### config.mk
export PLATFORM = sky130hd
export DESIGN_NAME = mem_port_arbiter
export DESIGN_NICKNAME = d
export VERILOG_FILES = /design/src/rtl/mem_port_arbiter_pkg.sv /design/src/rtl/mem_port_arbiter_select.sv /design/src/rtl/mem_port_arbiter.sv
export SDC_FILE = /design/constraint.sdc
export NUM_CORES = 1
export LEC_CHECK = 0
export BUFFER_PORTS_ARGS = -buffer_cell sky130_fd_sc_hd__clkbuf_2
export CAP_MARGIN = 15
export CORE_MARGIN = 4
export CORE_UTILIZATION = 37
export DETAILED_ROUTE_END_ITERATION = 10
export PLACE_DENSITY = 0.82
export SYNTH_ARGS = -nofsm -noshare
export SYNTH_HDL_FRONTEND = slang
export SYNTH_SLANG_ARGS = --single-unit
### constraint.sdc
create_clock -name clk -period 2.2 [get_ports clk]
set_clock_uncertainty 0.15 [all_clocks]
set_input_delay 0.22 -clock clk [delete_from_list [all_inputs] [get_ports clk]]
set_output_delay 0.22 -clock clk [all_outputs]
set_load 0.02 [all_outputs]
### src/rtl/mem_port_arbiter_pkg.sv
// Shared encodings for the single-port memory arbiter: owner and state codes,
// wait/streak counter width and a saturating increment helper.
package mem_port_arbiter_pkg;

    localparam int CNT_W = 4;

    typedef logic [CNT_W-1:0] cnt_t;

    localparam logic [1:0] OWNER_NONE  = 2'd0;
    localparam logic [1:0] OWNER_FETCH = 2'd1;
    localparam logic [1:0] OWNER_DATA  = 2'd2;

    localparam logic [0:0] ARB_IDLE = 1'b0;
    localparam logic [0:0] ARB_WAIT = 1'b1;

    localparam cnt_t CNT_ZERO = {CNT_W{1'b0}};
    localparam cnt_t CNT_ONE  = {{(CNT_W-1){1'b0}}, 1'b1};

    function automatic cnt_t sat_inc(input cnt_t value, input cnt_t limit);
        cnt_t result;
        if (value >= limit) begin
            result = limit;
        end else begin
            result = value + CNT_ONE;
        end
        return result;
    endfunction

endpackage

### src/rtl/mem_port_arbiter_select.sv
// Winner selection for one grant slot: data has priority, but after MAX_STREAK
// consecutive data grants with fetch waiting, fetch takes the slot.
module arb_priority_select
    import mem_port_arbiter_pkg::*;
#(
    parameter int MAX_STREAK = 4
) (
    input  logic clk,
    input  logic rst,
    input  logic fetch_elig,
    input  logic data_req,
    input  logic slot,
    output logic sel_fetch,
    output logic sel_data
);

    localparam cnt_t MAX_C = cnt_t'(MAX_STREAK);

    cnt_t streak_r;
    logic at_max_s;

    // Combinational winner for the current slot
    always_comb begin
        at_max_s  = (streak_r == MAX_C);
        sel_data  = slot & data_req & ~(fetch_elig & at_max_s);
        sel_fetch = slot & fetch_elig & ~(data_req & ~at_max_s);
    end

    // Streak only grows while fetch is actually being passed over
    always_ff @(posedge clk or posedge rst) begin
        if (rst) begin
            streak_r <= CNT_ZERO;
        end else if (sel_data && fetch_elig) begin
            streak_r <= sat_inc(streak_r, MAX_C);
        end else if (sel_fetch || sel_data) begin
            streak_r <= CNT_ZERO;
        end else begin
            streak_r <= streak_r;
        end
    end

endmodule

### src/rtl/mem_port_arbiter.sv
// Shares one single-port memory between instruction fetch and the memory stage:
// arbitrates a grant slot, issues the access and returns read data after MEM_LATENCY.
module mem_port_arbiter
    import mem_port_arbiter_pkg::*;
#(
    parameter int ADDR_WIDTH  = 32,
    parameter int DATA_WIDTH  = 32,
    parameter int MEM_LATENCY = 1,
    parameter int MAX_STREAK  = 4
) (
    input  logic                  clk,
    input  logic                  rst,
    input  logic                  fetch_req,
    input  logic [ADDR_WIDTH-1:0] fetch_addr,
    input  logic                  fetch_flush,
    output logic                  fetch_gnt,
    output logic                  fetch_rvalid,
    output logic [DATA_WIDTH-1:0] fetch_rdata,
    input  logic                  data_req,
    input  logic                  data_we,
    input  logic [ADDR_WIDTH-1:0] data_addr,
    input  logic [DATA_WIDTH-1:0] data_wdata,
    output logic                  data_gnt,
    output logic                  data_rvalid,
    output logic [DATA_WIDTH-1:0] data_rdata,
    output logic [ADDR_WIDTH-1:0] mem_addr,
    output logic [DATA_WIDTH-1:0] mem_wdata,
    output logic                  mem_wen,
    output logic                  mem_ren,
    input  logic [DATA_WIDTH-1:0] mem_rdata,
    output logic                  busy
);

    localparam cnt_t LAT_C = cnt_t'(MEM_LATENCY);

    logic [0:0]            state_r;
    cnt_t                  cnt_r;
    logic [1:0]            owner_r;
    logic                  flushed_r;
    logic [ADDR_WIDTH-1:0] mem_addr_r;
    logic [DATA_WIDTH-1:0] mem_wdata_r;

    logic last_s;
    logic slot_s;
    logic fetch_elig_s;
    logic sel_fetch_s;
    logic sel_data_s;
    logic issue_read_s;

    // Slot exists when idle or in the final wait cycle; never while in reset
    always_comb begin
        last_s       = (state_r == ARB_WAIT) && (cnt_r == LAT_C);
        slot_s       = ~rst & ((state_r == ARB_IDLE) | last_s);
        fetch_elig_s = fetch_req & ~fetch_flush;
    end

    arb_priority_select #(
        .MAX_STREAK(MAX_STREAK)
    ) u_select (
        .clk       (clk),
        .rst       (rst),
        .fetch_elig(fetch_elig_s),
        .data_req  (data_req),
        .slot      (slot_s),
        .sel_fetch (sel_fetch_s),
        .sel_data  (sel_data_s)
    );

    // Issue mux; address and write data hold their last value with no winner
    always_comb begin
        issue_read_s = sel_fetch_s | (sel_data_s & ~data_we);
        fetch_gnt    = sel_fetch_s;
        data_gnt     = sel_data_s;
        mem_ren      = issue_read_s;
        mem_wen      = sel_data_s & data_we;
        if (sel_fetch_s) begin
            mem_addr = fetch_addr;
        end else if (sel_data_s) begin
            mem_addr = data_addr;
        end else begin
            mem_addr = mem_addr_r;
        end
        if (sel_data_s) begin
            mem_wdata = data_wdata;
        end else begin
            mem_wdata = mem_wdata_r;
        end
    end

    // Return path: a flush in the return cycle suppresses the fetch pulse too
    always_comb begin
        fetch_rvalid = last_s & (owner_r == OWNER_FETCH) & ~flushed_r & ~fetch_flush;
        data_rvalid  = last_s & (owner_r == OWNER_DATA);
        busy         = (state_r == ARB_WAIT);
        if (fetch_rvalid) begin
            fetch_rdata = mem_rdata;
        end else begin
            fetch_rdata = {DATA_WIDTH{1'b0}};
        end
        if (data_rvalid) begin
            data_rdata = mem_rdata;
        end else begin
            data_rdata = {DATA_WIDTH{1'b0}};
        end
    end

    // Read timing FSM; a new read issued in the final cycle restarts the count
    always_ff @(posedge clk or posedge rst) begin
        if (rst) begin
            state_r   <= ARB_IDLE;
            cnt_r     <= CNT_ZERO;
            owner_r   <= OWNER_NONE;
            flushed_r <= 1'b0;
        end else if (issue_read_s) begin
            state_r   <= ARB_WAIT;
            cnt_r     <= CNT_ONE;
            owner_r   <= sel_fetch_s ? OWNER_FETCH : OWNER_DATA;
            flushed_r <= 1'b0;
        end else if (last_s) begin
            state_r   <= ARB_IDLE;
            cnt_r     <= CNT_ZERO;
            owner_r   <= OWNER_NONE;
            flushed_r <= 1'b0;
        end else if (state_r == ARB_WAIT) begin
            state_r   <= state_r;
            cnt_r     <= cnt_r + CNT_ONE;
            owner_r   <= owner_r;
            flushed_r <= flushed_r | (fetch_flush & (owner_r == OWNER_FETCH));
        end else begin
            state_r   <= state_r;
            cnt_r     <= cnt_r;
            owner_r   <= owner_r;
            flushed_r <= flushed_r;
        end
    end

    // Hold registers for the idle-cycle memory address and write data
    always_ff @(posedge clk or posedge rst) begin
        if (rst) begin
            mem_addr_r  <= {ADDR_WIDTH{1'b0}};
            mem_wdata_r <= {DATA_WIDTH{1'b0}};
        end else begin
            mem_addr_r  <= mem_addr;
            mem_wdata_r <= mem_wdata;
        end
    end

endmodule
=== Yosys cells after proc, flatten, opt, wreduce, memory -nomap -nowiden ===
Index checks and enable logic that the tools add are counted.
W data, S select, Z words.

* Add/sub/neg operators: 2
* $mul: 0
* Div/mod/pow operators: 0
* Magnitude comparators: 1
* Equality and inequality tests: 4
* Shift-type cells: 0
* Multiplexer cells: 19
* Bitwise operators: 26
* Reductions and logical operators: 6

{| class="wikitable"
|+ Operators with widths
! cell !! count
|-
| $mux W32 || 5
|-
| $mux W4 || 6
|-
| $and A1 B1 Y1 || 15
|-
| $add A4 B1 Y4 const B || 2
|-
| $not A1 Y1 || 8
|-
| $mux W2 || 3
|-
| $mux W1 || 5
|-
| $eq A4 B1 Y1 const B || 1
|-
| $eq A4 B3 Y1 const B || 1
|-
| $ge A4 B3 Y1 const B || 1
|-
| $reduce_bool A2 Y1 || 2
|-
| $or A1 B1 Y1 || 3
|-
| $reduce_bool A3 Y1 || 1
|-
| $eq A2 B1 Y1 const B || 1
|-
| $eq A2 B2 Y1 const B || 1
|-
| $logic_and A1 B1 Y1 || 2
|-
| $logic_or A1 B1 Y1 || 1
|}

* Bits in registers: 76
* Bits in latches: 0
* RAM bits: 0
* Bits in read-only memories: 0
* Input bits: 134
* Output and inout bits: 135
* Logic and storage cells: 65
* Memories: 0

=== Longest topological paths before layout ===
* Depth in word-level cells: 9
* Gate-level depth with buffers: 8
* Mapped depth without buffers: 7

=== Cells and area by module ===
Synthesis repeated with hierarchy kept, for this count alone.

* Cells, all modules: 350
* Area total of the unflattened synthesis: 3,783.6 sq um

{| class="wikitable"
|+ Modules (own cells, without submodules)
! module !! instances !! cells each !! area each (sq um) !! sequential area each (sq um)
|-
| mem_port_arbiter || 1 || 323 || 3,537.1 || 1,801.7
|-
| arb_priority_select || 1 || 27 || 246.5 || 100.1
|}

=== Least setup slack after synthesis ===
OpenSTA, ideal clock, no wires.

* Kind: reg-to-output
* Start point: register cnt_r[1]
* End point: output port mem_addr[10]
* Arrival: 2.008 ns
* Required time: 1.830 ns
* Path slack: -0.178 ns
* Cell stages (with the launch flop): 8
* Path buffers: 1
* Cells stage by stage: dfrtp_1 > inv_1 > ha_1 > or3b_4 > a221oi_4 > buf_6 > o22ai_1 > nor2_1

* Cells in the longest elaborated chain, start to end: 8
* Elaborated cells on any way between the ends: 10
* Classes of those cells: eq/ne: 1; mux: 2; bitwise: 6; reduce/logical: 1

{| class="wikitable"
|+ Ends and longest elaborated chain
! what !! RTL line !! source
|-
| from (decl) || mem_port_arbiter.sv:37 || <nowiki>cnt_t cnt_r;</nowiki>
|-
| from (signal assigned) || mem_port_arbiter.sv:126 || <nowiki>cnt_r <= cnt_r + CNT_ONE;</nowiki>
|-
| from (signal assigned) || mem_port_arbiter.sv:131 || <nowiki>cnt_r <= cnt_r;</nowiki>
|-
| $eq A4 B1 Y1 * || mem_port_arbiter.sv:52 || <nowiki>last_s = (state_r == ARB_WAIT) && (cnt_r == LAT_C);</nowiki>
|-
| $logic_and A1 B1 Y1 * || mem_port_arbiter.sv:52 ||
|-
| $or A1 B1 Y1 * || mem_port_arbiter.sv:53 || <nowiki>slot_s = ~rst & ((state_r == ARB_IDLE) | last_s);</nowiki>
|-
| $and A1 B1 Y1 * || mem_port_arbiter.sv:53 ||
|-
| $and A1 B1 Y1 (2 in a row) || mem_port_arbiter_select.sv:25 || <nowiki>sel_data = slot & data_req & ~(fetch_elig & at_max_s);</nowiki>
|-
| $mux W32 || mem_port_arbiter.sv:78 || <nowiki>end else if (sel_data_s) begin</nowiki>
|-
| $mux W32 * || mem_port_arbiter.sv:76 || <nowiki>if (sel_fetch_s) begin</nowiki>
|-
| to (decl) || mem_port_arbiter.sv:26 || <nowiki>output logic [ADDR_WIDTH-1:0] mem_addr,</nowiki>
|}

Mark *: on every way between the ends. The rest lies on a longest branch, timed or not.

=== Final worst setup path ===
* Start point: register cnt_r[1]
* End point: output port fetch_rdata[22]

* Cells in the longest elaborated chain, start to end: 6

{| class="wikitable"
|+ Ends and longest elaborated chain
! what !! RTL line !! source
|-
| $eq A4 B1 Y1 || mem_port_arbiter.sv:52 ||
|-
| $logic_and A1 B1 Y1 || mem_port_arbiter.sv:52 ||
|-
| $and A1 B1 Y1 (3 in a row) || mem_port_arbiter.sv:92 || <nowiki>fetch_rvalid = last_s & (owner_r == OWNER_FETCH) & ~flushed_r & ~fetch_flush;</nowiki>
|-
| $mux W32 || mem_port_arbiter.sv:95 || <nowiki>if (fetch_rvalid) begin</nowiki>
|-
| to (decl) || mem_port_arbiter.sv:18 || <nowiki>output logic [DATA_WIDTH-1:0] fetch_rdata,</nowiki>
|}

No other way between the ends.

==> summary.txt <==
Worst hold path
  – Min-delay worst type: input pin to register
  – Terminating pin of the worst hold path: mem_addr_r[0]
  – Min-delay src: fetch_addr[0]
  – WHS Path Cells: 3

Logic synthesis
  – Async SR Flop Fraction: 1.00
  – Post-synthesis sequential area ratio: 0.516
  – Yosys warns: 0
  – Count leader, synth: nand2_1
  – Post-synth EDFFs: 0
  – Syn Area/Cell: 8.80 sq um
  – Synthesized area: 3690 sq um
  – Yosys reg bits: 76
  – Area contributors post-synth: dfrtp_1, and2_1, nand2_1
  – Yosys cell types: 36
  – Post-Synthesis Cells: 419
  – Synth cell count leaders: nand2_1, dfrtp_1, and2_1
  – Area leader, netlist: dfrtp_1
  – Leading register cell type out of synthesis: dfrtp_1
  – Synth top area share: 0.516
  – Syn Nets: 557

Power
  – Internal power: 0.00559 W
  – Switching power share of the total: 0.417
  – Max IR drop VDD: 855 uV
  – Comb power frac: 0.648
  – Pwr dens: 1180 nW/um^2
  – Leak Pwr: 4.10 nW
  – Sequential share of power: 0.254
  – Clock share of power: 0.098
  – Pwr Total: 0.00958 W
  – Switching Power: 0.00399 W

Placed design
  – Dpl cells: 835
  – Number of port buffers: 268
  – Post-Place Setup Slack: -0.190 ns
  – Placer Congestion: 0.817
  – DP Area: 5580 sq um
  – DPL Wire Length: 9940 microns

Worst setup path
  – Cell Chain, Critical Path: inv_2 > ha_4 > or3b_4 > buf_4 > nor4_4 > buf_6 > clkbuf_16 > and2_1 > clkbuf_8
  – Critical path launch point type: register
  – FF-to-FF End: mem_addr_r[13]
  – CP max stage cell: dfrtp_1
  – Worst setup EP type: output port
  – Arrival time at the worst endpoint: 2.46 ns
  – Setup crit start: cnt_r[1]
  – Reg2reg setup slack: -0.14 ns
  – Crit-path max cell delay: 0.42 ns
  – CP max FO: 16
  – RR Startpoint: cnt_r[1]
  – Data required, critical path: 1.83 ns
  – Critical path type: register to output port
  – Reg2Reg Depth: 10

Clock tree
  – CTS root buf: clkbuf_8
  – CTS Sinks: 76
  – Clock transition at path regs: 0.07 ns
  – CTS Buf Count: 9
  – TritonCTS clock tree: done
  – Worst skew pair latency: 0.34 ns
  – Htree depth: 3
  – CTS Buffer Depth: 2

Cells and area
  – Area growth, synth to finish: 120%
  – Post-route design area: 8100 sq um
  – Final nets: 929
  – Share of cells above drive strength 1: 0.628
  – Final core occ: 0.833
  – Post-Layout Cell Count: 930

Timing
  – Max frequency: 354 MHz
  – Slew headroom: 0.600
  – Pins Over Slew Limit: 0
  – Unrepaired setup endpoints after global routing: yes
  – Tmin final: 2.83 ns
  – Setup ws final: -0.626 ns
  – Actual slew at the worst max-slew pin: 0.600 ns
  – Hold Vio Cnt, Final: 0
  – Final Cycle Share: 1.28
  – Final setup viols: 152

Drt
  – Remaining DRCs: 0
  – Drt total wl: 18700 microns
  – DR vias/cell: 5.15
  – Vias: 4787
  – Post-DR wirelength/cell: 20.1 microns
  – Initial DRC count: 256
  – ANT nets after route: 0
  – Drt first pass iters: 4

Global route
  – Global-route usage over all layers: 0.247
  – Vias in the first global route: 4655
  – GRT Residual Overflow: 0
  – Largest net degree at the start of global routing: 47
  – Antenna violations before repair: 1
  – First-pass GRT wire length: 22500 microns

Die
  – Die W: 108 microns
  – Core Rows: 36
  – Effective utilization at floorplan: 0.379
  – Core area: 9730 sq um
  – Die height: 108 microns
  – Num ports: 269
  – Die Area: 11600 sq um

Job
  – Max Cap Violations: 0

Run status
  – Outcome: finished, violations left
  – Failing checks: negative setup slack
==> layer usage <==
metal,share of wire,track usage,up-vias
li1,-,-,2141
met1,0.33,0.251,2317
met2,0.55,0.469,258
met3,0.073,0.0618,71
met4,0.049,0.113,0
met5,0,0,-
==> logic make-up after synthesis <==
family / Yosys count / share of synthesized area
AND/OR/NAND/NOR: 248 / 0.322
flip-flops: 76 / 0.516
AO/OA/AOI/OAI: 50 / 0.0943
buffers and inverters: 38 / 0.0461
adder cells (fa/ha/maj): 4 / 0.0136
multiplexers: 2 / 0.00577
XOR/XNOR: 1 / 0.00237
==> stage by stage <==
step | setup TNS [ns] | hold slack, ns
2_1_floorplan | -2.56 | 0.244
6_report | -65.56 | 0.0332
3_5_place_dp | -8.68 | 0.287
4_1_cts | -62.82 | 0.000746
5_1_grt | -78.89 | 0.0481
3_3_place_gp | -3.82 | 0.287
==> state kept, by name (all words and copies together) (netlist names) <==
signal	cells
flushed_r	1
mem_wdata_r	32
owner_r	2
busy	1
mem_addr_r	32
u_select.streak_r	4
cnt_r	4
==> layout make-up <==
type	count	area, sq um
antenna	1	2.50
clock buffer	14	153
clock inverter	2	10.0
fill	490	1630
inverter	11	47.5
multi-input combinational	305	2330
sequential	76	1900
tap	133	166
timing repair buffer	388	3500
==> what timing repair did <==
action | in CTS | in global routing
hold buffers | 30 | 0
gates resized for setup | 126 | 346
pin swaps | 3 | 69
hold endpoints to repair | 59 | 0
buffers inserted | 8 | 33
setup endpoints to repair | 134 | 184
cloned | 6 | 9
==> worst max-delay path, delay by kind of cell (launching register included) <==
kind | cells | cell delay, ns
buffers and inverters | 5 | 0.77
and+or+nand+nor | 3 | 0.79
DFF | 1 | 0.42
adders and majority gates | 1 | 0.13
==> power groups by stage <==
| stage | Combinational [W] | Sequential (W) | Clock [W] |
|---|---|---|---|
| after floorplan | 0.00220 | 0.00223 | 0 |
| after global placement | 0.00362 | 0.00226 | 0 |
| after detailed placement | 0.00370 | 0.00230 | 0 |
| after CTS | 0.00438 | 0.00228 | 0.000959 |
| after global routing | 0.00650 | 0.00248 | 0.00101 |
| final | 0.00621 | 0.00243 | 0.000942 |
==> worst max path at each step <==
stage,slack [ns],depth (start not counted),end
after CTS,-0.55,9,mem_addr[24]
after global routing,-0.72,9,mem_addr[23]
after detailed placement,-0.19,8,mem_addr[24]
after floorplan,-0.08,7,mem_addr[10]
final,-0.63,9,fetch_rdata[22]
after global placement,-0.10,8,mem_addr[23]
==> layout by cell type, fill, tap and decap left out, types with 2 or more instances in the layout <==
cell type	n
dlygate4sd3_1	30
inv_1	6
buf_2	4
clkbuf_2	137
a21o_1	2
nand3b_1	2
nor2_4	5
and2_4	10
clkbuf_1	4
nor3_1	31
o22ai_1	20
clkbuf_4	6
nand2_2	14
o22ai_4	9
nor2_2	29
buf_6	53
buf_12	9
and2_1	55
nand2_4	39
o21ai_0	3
nand2b_1	2
buf_8	5
dfrtp_1	76
clkinv_2	2
buf_16	4
clkbuf_8	54
ha_1	2
nand2_1	48
a22o_1	2
clkbuf_16	9
o22ai_2	6
inv_2	3
ha_4	2
nor2_1	3
buf_4	87
Note: power is estimated with default switching activity, not from simulation.
